**src/rtl/pipeline_ctrl_if.sv**
```systemverilog
// Stall/flush bus between the hazard unit / SRAM controller and pipeline_ctrl.
// Counter signals exist only when PIPE_PERF_CNT_EN is defined.
interface pipeline_ctrl_if #(
  parameter int CNT_W = 32
) ();
  logic hazard;
  logic branch_taken;
  logic mem_req;
  logic mem_ready;
  logic freeze_pc;
  logic freeze_ifid;
  logic flush_ifid;
  logic freeze_idex;
  logic flush_idex;
  logic freeze_exmem;
  logic bubble_memwb;
  logic mem_timeout;
`ifdef PIPE_PERF_CNT_EN
  logic [CNT_W-1:0] stall_cycles;
  logic [CNT_W-1:0] flush_events;
  logic [CNT_W-1:0] mem_wait_cycles;

  modport slave (
    input  hazard, branch_taken, mem_req, mem_ready,
    output freeze_pc, freeze_ifid, flush_ifid, freeze_idex, flush_idex,
           freeze_exmem, bubble_memwb, mem_timeout,
           stall_cycles, flush_events, mem_wait_cycles
  );
  modport master (
    output hazard, branch_taken, mem_req, mem_ready,
    input  freeze_pc, freeze_ifid, flush_ifid, freeze_idex, flush_idex,
           freeze_exmem, bubble_memwb, mem_timeout,
           stall_cycles, flush_events, mem_wait_cycles
  );
`else
  modport slave (
    input  hazard, branch_taken, mem_req, mem_ready,
    output freeze_pc, freeze_ifid, flush_ifid, freeze_idex, flush_idex,
           freeze_exmem, bubble_memwb, mem_timeout
  );
  modport master (
    output hazard, branch_taken, mem_req, mem_ready,
    input  freeze_pc, freeze_ifid, flush_ifid, freeze_idex, flush_idex,
           freeze_exmem, bubble_memwb, mem_timeout
  );
`endif
endinterface

```
**src/rtl/pipeline_ctrl.sv**
```systemverilog
// Stall/flush sequencer for the 5-stage pipeline with a memory-wait watchdog.
// Optional saturating performance counters are enabled by PIPE_PERF_CNT_EN.
module pipeline_ctrl #(
  parameter int MEM_TIMEOUT = 64,
  parameter int CNT_W       = 32
) (
  input  logic            clk,
  input  logic            rst,
  pipeline_ctrl_if.slave  bus
);

  typedef enum logic [1:0] {
    RUN      = 2'b00,
    MEM_WAIT = 2'b01,
    HALT     = 2'b10
  } stateT;

  localparam logic [7:0] TIMEOUT_LAST = 8'(MEM_TIMEOUT - 1);

  stateT      state, nextState;
  logic [7:0] waitCnt, nextWaitCnt;
  logic       timeoutQ, nextTimeout;
  logic       memStall;

  logic freezePc, freezeIfid, flushIfid, freezeIdex, flushIdex, freezeExmem, bubbleMemwb;

  assign memStall = (state != HALT) & bus.mem_req & ~bus.mem_ready;

  // NOTE: sequential state uses non-blocking assignments so every register
  // samples the pre-edge value of its neighbours.
  always_ff @(posedge clk or posedge rst) begin
    if (rst) begin
      state    <= RUN;
      waitCnt  <= '0;
      timeoutQ <= 1'b0;
    end else begin
      state    <= nextState;
      waitCnt  <= nextWaitCnt;
      timeoutQ <= nextTimeout;
    end
  end

  // NOTE: every output of this block is defaulted first so no path can
  // leave a value unassigned and infer a latch.
  always_comb begin
    nextState   = state;
    nextWaitCnt = waitCnt;
    nextTimeout = timeoutQ;
    unique case (state)
      RUN: begin
        if (memStall) begin
          nextState   = MEM_WAIT;
          nextWaitCnt = 8'd1;
        end
      end
      MEM_WAIT: begin
        if (!memStall) begin
          nextState   = RUN;
          nextWaitCnt = '0;
        end else if (waitCnt == TIMEOUT_LAST) begin
          nextState   = HALT;
          nextTimeout = 1'b1;
        end else begin
          nextWaitCnt = waitCnt + 8'd1;
        end
      end
      HALT:    nextState = HALT;
      default: nextState = RUN;
    endcase
  end

  // Strobe priority: HALT > memory stall > taken branch > load/use hazard.
  always_comb begin
    freezePc    = 1'b0;
    freezeIfid  = 1'b0;
    flushIfid   = 1'b0;
    freezeIdex  = 1'b0;
    flushIdex   = 1'b0;
    freezeExmem = 1'b0;
    bubbleMemwb = 1'b0;
    if (!rst) begin
      if (state == HALT) begin
        freezePc    = 1'b1;
        freezeIfid  = 1'b1;
        freezeIdex  = 1'b1;
        freezeExmem = 1'b1;
      end else if (memStall) begin
        freezePc    = 1'b1;
        freezeIfid  = 1'b1;
        freezeIdex  = 1'b1;
        freezeExmem = 1'b1;
        bubbleMemwb = 1'b1;
      end else if (bus.branch_taken) begin
        flushIfid = 1'b1;
        flushIdex = 1'b1;
      end else if (bus.hazard) begin
        freezePc   = 1'b1;
        freezeIfid = 1'b1;
        flushIdex  = 1'b1;
      end
    end
  end

  assign bus.freeze_pc    = freezePc;
  assign bus.freeze_ifid  = freezeIfid;
  assign bus.flush_ifid   = flushIfid;
  assign bus.freeze_idex  = freezeIdex;
  assign bus.flush_idex   = flushIdex;
  assign bus.freeze_exmem = freezeExmem;
  assign bus.bubble_memwb = bubbleMemwb;
  assign bus.mem_timeout  = timeoutQ;

`ifdef PIPE_PERF_CNT_EN
  logic [CNT_W-1:0] stallCnt, flushCnt, memWaitCnt;

  always_ff @(posedge clk or posedge rst) begin
    if (rst) begin
      stallCnt   <= '0;
      flushCnt   <= '0;
      memWaitCnt <= '0;
    end else begin
      if (freezePc && (stallCnt != '1))    stallCnt   <= stallCnt + 1'b1;
      if (flushIfid && (flushCnt != '1))   flushCnt   <= flushCnt + 1'b1;
      if (memStall && (memWaitCnt != '1))  memWaitCnt <= memWaitCnt + 1'b1;
    end
  end

  assign bus.stall_cycles    = stallCnt;
  assign bus.flush_events    = flushCnt;
  assign bus.mem_wait_cycles = memWaitCnt;
`endif

endmodule

```
**src/flat_wrapper.sv**
```systemverilog
// flat-port wrapper written by rule: the top's interface ports become plain ports
module pipeline_ctrl_flat 
#(
  parameter int MEM_TIMEOUT = 64,
  parameter int CNT_W       = 32
)
  (clk, rst, bus_hazard, bus_branch_taken, bus_mem_req, bus_mem_ready, bus_freeze_pc, bus_freeze_ifid, bus_flush_ifid, bus_freeze_idex, bus_flush_idex, bus_freeze_exmem, bus_bubble_memwb, bus_mem_timeout);
  pipeline_ctrl_if #(.CNT_W(CNT_W)) bus_i ();
  input  logic clk;
  input  logic rst;
  input wire logic [$bits(bus_i.hazard)-1:0] bus_hazard;
  input wire logic [$bits(bus_i.branch_taken)-1:0] bus_branch_taken;
  input wire logic [$bits(bus_i.mem_req)-1:0] bus_mem_req;
  input wire logic [$bits(bus_i.mem_ready)-1:0] bus_mem_ready;
  output wire logic [$bits(bus_i.freeze_pc)-1:0] bus_freeze_pc;
  output wire logic [$bits(bus_i.freeze_ifid)-1:0] bus_freeze_ifid;
  output wire logic [$bits(bus_i.flush_ifid)-1:0] bus_flush_ifid;
  output wire logic [$bits(bus_i.freeze_idex)-1:0] bus_freeze_idex;
  output wire logic [$bits(bus_i.flush_idex)-1:0] bus_flush_idex;
  output wire logic [$bits(bus_i.freeze_exmem)-1:0] bus_freeze_exmem;
  output wire logic [$bits(bus_i.bubble_memwb)-1:0] bus_bubble_memwb;
  output wire logic [$bits(bus_i.mem_timeout)-1:0] bus_mem_timeout;
  assign bus_i.hazard = bus_hazard;
  assign bus_i.branch_taken = bus_branch_taken;
  assign bus_i.mem_req = bus_mem_req;
  assign bus_i.mem_ready = bus_mem_ready;
  assign bus_freeze_pc = bus_i.freeze_pc;
  assign bus_freeze_ifid = bus_i.freeze_ifid;
  assign bus_flush_ifid = bus_i.flush_ifid;
  assign bus_freeze_idex = bus_i.freeze_idex;
  assign bus_flush_idex = bus_i.flush_idex;
  assign bus_freeze_exmem = bus_i.freeze_exmem;
  assign bus_bubble_memwb = bus_i.bubble_memwb;
  assign bus_mem_timeout = bus_i.mem_timeout;
  pipeline_ctrl #(.MEM_TIMEOUT(MEM_TIMEOUT), .CNT_W(CNT_W)) u_core (.clk(clk), .rst(rst), .bus(bus_i));
endmodule
```
**config.mk**
```make
export PLATFORM = sky130hd
export DESIGN_NAME = pipeline_ctrl_flat
export DESIGN_NICKNAME = d
export VERILOG_FILES = /design/src/rtl/pipeline_ctrl_if.sv /design/src/rtl/pipeline_ctrl.sv /design/src/flat_wrapper.sv
export SDC_FILE = /design/constraint.sdc
export NUM_CORES = 1
export LEC_CHECK = 0
export ABC_AREA = 1
export BUFFER_PORTS_ARGS = -buffer_cell sky130_fd_sc_hd__buf_2
export CORE_UTILIZATION = 47
export CTS_CLUSTER_DIAMETER = 50
export DETAILED_ROUTE_END_ITERATION = 10
export GPL_ROUTABILITY_DRIVEN = 0
export PLACE_DENSITY = 0.73
export SYNTH_ARGS = -nofsm -noshare
export SYNTH_HDL_FRONTEND = slang
export SYNTH_SLANG_ARGS = --single-unit
export TNS_END_PERCENT = 1
```
**constraint.sdc**
```tcl
create_clock -name clk -period 1.25 [get_ports clk]
set_input_delay 0.0625 -clock clk [delete_from_list [all_inputs] [get_ports clk]]
set_output_delay 0.0625 -clock clk [all_outputs]
set_load 0.02 [all_outputs]
```
# Yosys cells after proc, flatten, opt, wreduce, memory -nomap -nowiden
# Index checks and enable logic that the tools add are counted.
# totals
output_inout_bits	8
in_bits	6
ff_bits	11
word_cells	45
# classes
eq_ne	7
n_addsub	1
mux	26
n_reduce_logical	5
bitwise_logic	3
# op_table
operator	count
8-bit two-way mux	3
1-bit two-way mux	18
8-bit case mux with 2 select lines	1
8-bit by 1-bit adder with 8-bit output, second input constant	1
8-bit by 6-bit equality test with 1-bit output, second input constant	1
2-bit two-way mux	3
3-bit != test, second input constant	2
2-bit case mux with 3 select lines	1
3-bit AND reduction	2
1-bit AND	2
2-bit by 1-bit equality test with 1-bit output, second input constant	1
2-bit equality test, second input constant	1
2-bit zero test	1
2-bit by 1-bit != test with 1-bit output, second input constant	1
2-bit != test, second input constant	1
2-bit AND reduction	1
2-bit nonzero test	1
1-bit inverter	1

# Longest topological paths before layout
# logic_depth
ltp_word	6
ltp_mapped	9
depth_no_buf	9

# Worst setup path after synthesis
# OpenSTA, ideal clock, no wires.
# synth_timing
path_kind	flip-flop to output port
start	register u_core.state[0]
end	output port bus_freeze_pc
n_path_buf	1
required_ps	1188
arrival_ps	1431
path_slack_ps	-243
stages_incl_launch_ff	6
cell_sequence	dfrtp_1 -> or2_2 -> nand2_1 -> inv_1 -> a21oi_1 -> buf_4
# synth_via
elab_chain_cells	6
word_cells_on_any_way	7
cone_classes	2 x eq/ne; 3 x mux; 2 x bitwise
# synth_lines
item	line	text
from (decl)	pipeline_ctrl.sv:20	stateT state, nextState;
from (signal assigned)	pipeline_ctrl.sv:37	state <= nextState;
2-bit != test	pipeline_ctrl.sv:27	assign memStall = (state != HALT) & bus.mem_req & ~bus.mem_ready;
1-bit AND (2 in a row)	pipeline_ctrl.sv:27	
1-bit two-way mux	--	
1-bit two-way mux (*) (2 in a row)	--	
to (decl)	flat_wrapper.sv:15	output wire logic [$bits(bus_i.freeze_pc)-1:0] bus_freeze_pc;
# Every way passes the cells marked *; elsewhere a longest branch is shown, timed or not.

# Worst setup path after layout
# layout_timing
start	register u_core.state[1]
end	output port bus_freeze_ifid
# layout_via
elab_chain_cells	6
word_cells_on_any_way	7
cone_classes	2 x eq/ne; 3 x mux; 2 x bitwise
# layout_lines
item	line	text
2-bit != test	pipeline_ctrl.sv:27	
1-bit AND (2 in a row)	pipeline_ctrl.sv:27	
1-bit two-way mux	pipeline_ctrl.sv:87	end else if (memStall) begin
1-bit two-way mux (*)	pipeline_ctrl.sv:82	if (state == HALT) begin
1-bit two-way mux (*)	pipeline_ctrl.sv:81	if (!rst) begin
to (decl)	flat_wrapper.sv:16	output wire logic [$bits(bus_i.freeze_ifid)-1:0] bus_freeze_ifid;
# Marks and branches as above.

==> results.ini <==
[yosys]
ys_seq_area_frac=0.388
synth_top_cell_by_area=dfrtp_1
post_synth_num_cell_types=23
asyncSetResetFlopFracSynth=1.00
synth.yosys.warnings=0
synth_enable_flop_cells=0
syn-num-nets=98
ys_top_cells_by_area=dfrtp_1 (39%), nand2_1 (16%), inv_1 (5.8%), nand2_4 (4.8%), nand3_1 (4.2%)
netlist.area_leader.share=0.388
post_synth.cell_area_avg_sq_um=7.80
syn_inst=91
synth_seq_cells=11
synthTopCellsByCount=nand2_1 (30), dfrtp_1 (11), inv_1 (11), nand3_1 (6), nor2_1 (4)
yosys.cell_count.top_type=nand2_1
synth_top_flop_cell=dfrtp_1
syn_area_sq_um=709

[cts]
clock_sink_count=11
cts_made_buffers=3
root_buffer=clkbuf_4
tritoncts=yes
cts_clk_pin_slew_worst_paths_ns=0.07
clock_tree.htree_level_count=1
clock_latency_reported_for_the_late_side_of_the_worst_skew_pair_ns=0.27
cts_max_path_buffers=2

[critical_path]
cell_breakdown_of_the_critical_path=inv_2, or2_4, nand2_4, inv_4, a21oi_4, buf_6
worstSetupEndpointType=primary output
timing.critical_path.slowest_stage_cell=dfrtp_1
critPathRequiredTime_ns=1.19
worst-path-max-fanout=2
kind_of_cell_adding_the_most_delay_to_the_critical_path=flip-flops
worstPathBufferInverterCount=3
ws_path_type=reg2out
cp.arrival_ns=1.32
startpoint_type=flip-flop
worst_path_largest_cell_delay_ns=0.34

[worst_hold_path]
worstHoldPathType=in2reg

[drt]
wire_per_inst_um=10.9
dr_total_vias=649
routed-wl-met2_um=780
routed_wl_um=1450
top_layer=met4
drc_errors=0
drt_iter0_markers=8
ant_nets_after_route=0
wirelength_met1_um=589
met3_length_um=55
route.detailed.vias_per_inst=4.88
detail_route.first_pass.iterations=4

[floorplan]
core_area_sq_um=1350
num_rows=13
initial_core_util=0.525
height_of_the_die_um=40.9
die_w_um=40.9
top_level_ports=14
die_area_sq_um=1670

[global_route]
gr-usage-all-layers=0.210
antenna_found_initial=0
grt_start_max_net_pins=12
global_route_wire_length_before_repair_um=2190
grt_pass1_vias=584
global_route.overflow_total=0

[layout]
fillCellCount=108
diodes=0
final_layout_size_suffix_gt1_frac=0.415
post-route-util=0.720
flow.area_growth_from_synthesis_pct=37.0
finalNetCount=126
final_cell_count_no_fill=133

[placed_design]
port_buffers=13
dp_worst_setup_slack_ns=-0.00291
placedCellCount=125
dp_hpwl_um=1080

[flow_run]
maxCapViolCount=0

[sta]
timing.final.max_slew_violations=0
min_period_over_period=1.10
timing.max_slew.rel_slack=0.829
fin_worst_skew_ns=0.00400
hold_violations=0
finalSetupViolations=7
tightest_slew_ns=0.256
finalCriticalPeriod_ns=1.38
fmax_ghz=0.726
final.setup.tns_ns=-0.685
setup_repair_after_global_routing_missed_its_margin=true
fin_ws_ns=-0.128

[pwr]
powerDensity_nw_per_um2=686
peakVddDrop_v=0.000595
post-layout-total-power_uw=667
static-leakage-power_uw=0.000513

[status]
run_status=complete, but fails checks
violations_in_the_final_reports=negative setup slack

-- where the power goes --
part	total [uW]	internal [uW]	switching, uW
combinational	68.5	28.4	40.1
clock	240	124	117
sequential	358	357	0.871
total	667	510	158
-- worst paths after layout --
check	from	endpoint	slack [ns]	depth (start not counted)
worst max-delay path	u_core.state[1]	bus_freeze_ifid	-0.13	6
min in group asynchronous	rst	u_core.waitCnt[6]	0.46	4
worst min-delay path	bus_mem_req	u_core.waitCnt[0]	0.36	5
max in group asynchronous	rst	u_core.waitCnt[1]	0.65	4
worst max register to register	u_core.waitCnt[0]	u_core.waitCnt[1]	0.03	8
worst min register to register	u_core.bus.mem_timeout	u_core.bus.mem_timeout	0.46	2
-- per-stage QoR --
step           hold WS (ns)  cell area, sq um
2_1_floorplan       -0.0793               728
3_3_place_gp          0.140               857
3_5_place_dp          0.148               857
4_1_cts               0.352               953
5_1_grt               0.410               972
6_report              0.363               972
-- layout make-up --
class / instances / area (sq um) / area share
flip-flops and latches: 11 / 275 / 0.283
clock buffers: 4 / 26.3 / 0.0270
well taps: 15 / 18.8 / 0.0193
repair buffers: 25 / 178 / 0.183
inverters: 14 / 55.1 / 0.0566
multi-input cells: 64 / 419 / 0.431
-- kinds of logic after synthesis --
| group | share of synthesized area |
|---|---|
| compound gates | 0.0776 |
| xor+xnor | 0.0494 |
| fa+ha+maj | 0.0176 |
| buf+inv | 0.0952 |
| flops | 0.388 |
| simple gates | 0.372 |
-- flip-flops by register name (all words and copies together), names as in the netlist --
register                flops
u_core.bus.mem_timeout      1
u_core.state                2
u_core.waitCnt              8
-- tightest hold or removal path, stage by stage --
cell and delay, ns:
buf_2 0.07, nand2_1 0.16, nor2_1 0.14, o211ai_1 0.09, nand2_1 0.07
-- routing by layer --
metal | vias up | GRT usage
met5 | - | 0
li1 | 336 | -
met1 | 298 | 0.207
met3 | 5 | 0.0815
met2 | 10 | 0.379
met4 | 0 | 0.100
-- cell usage in the layout, fill, tap and decap left out, drive strengths merged --
cell type,synthesis,routed
nand2,33,33
xnor2,1,1
nor3,2,2
clkbuf,0,4
o211ai,1,1
or2,1,1
a31oi,1,1
ha,1,1
nand3,8,8
xor2,3,3
buf,2,24
o21ai,5,5
dfrtp,11,11
dlygate4sd3,0,1
inv,14,14
a21oi,1,1
nor2,7,7
-- what timing repair did --
| action | CTS | global route |
|---|---|---|
| hold buffers | 1 | 0 |
| buffers inserted | 3 | 0 |
| gates cloned | 0 | 0 |
| pin swaps | 2 | 2 |
| hold endpoints to repair | 11 | 0 |
| endpoints found under the setup margin | 7 | 15 |
| gates resized for setup | 13 | 4 |
(Power assumes the default switching activity.)
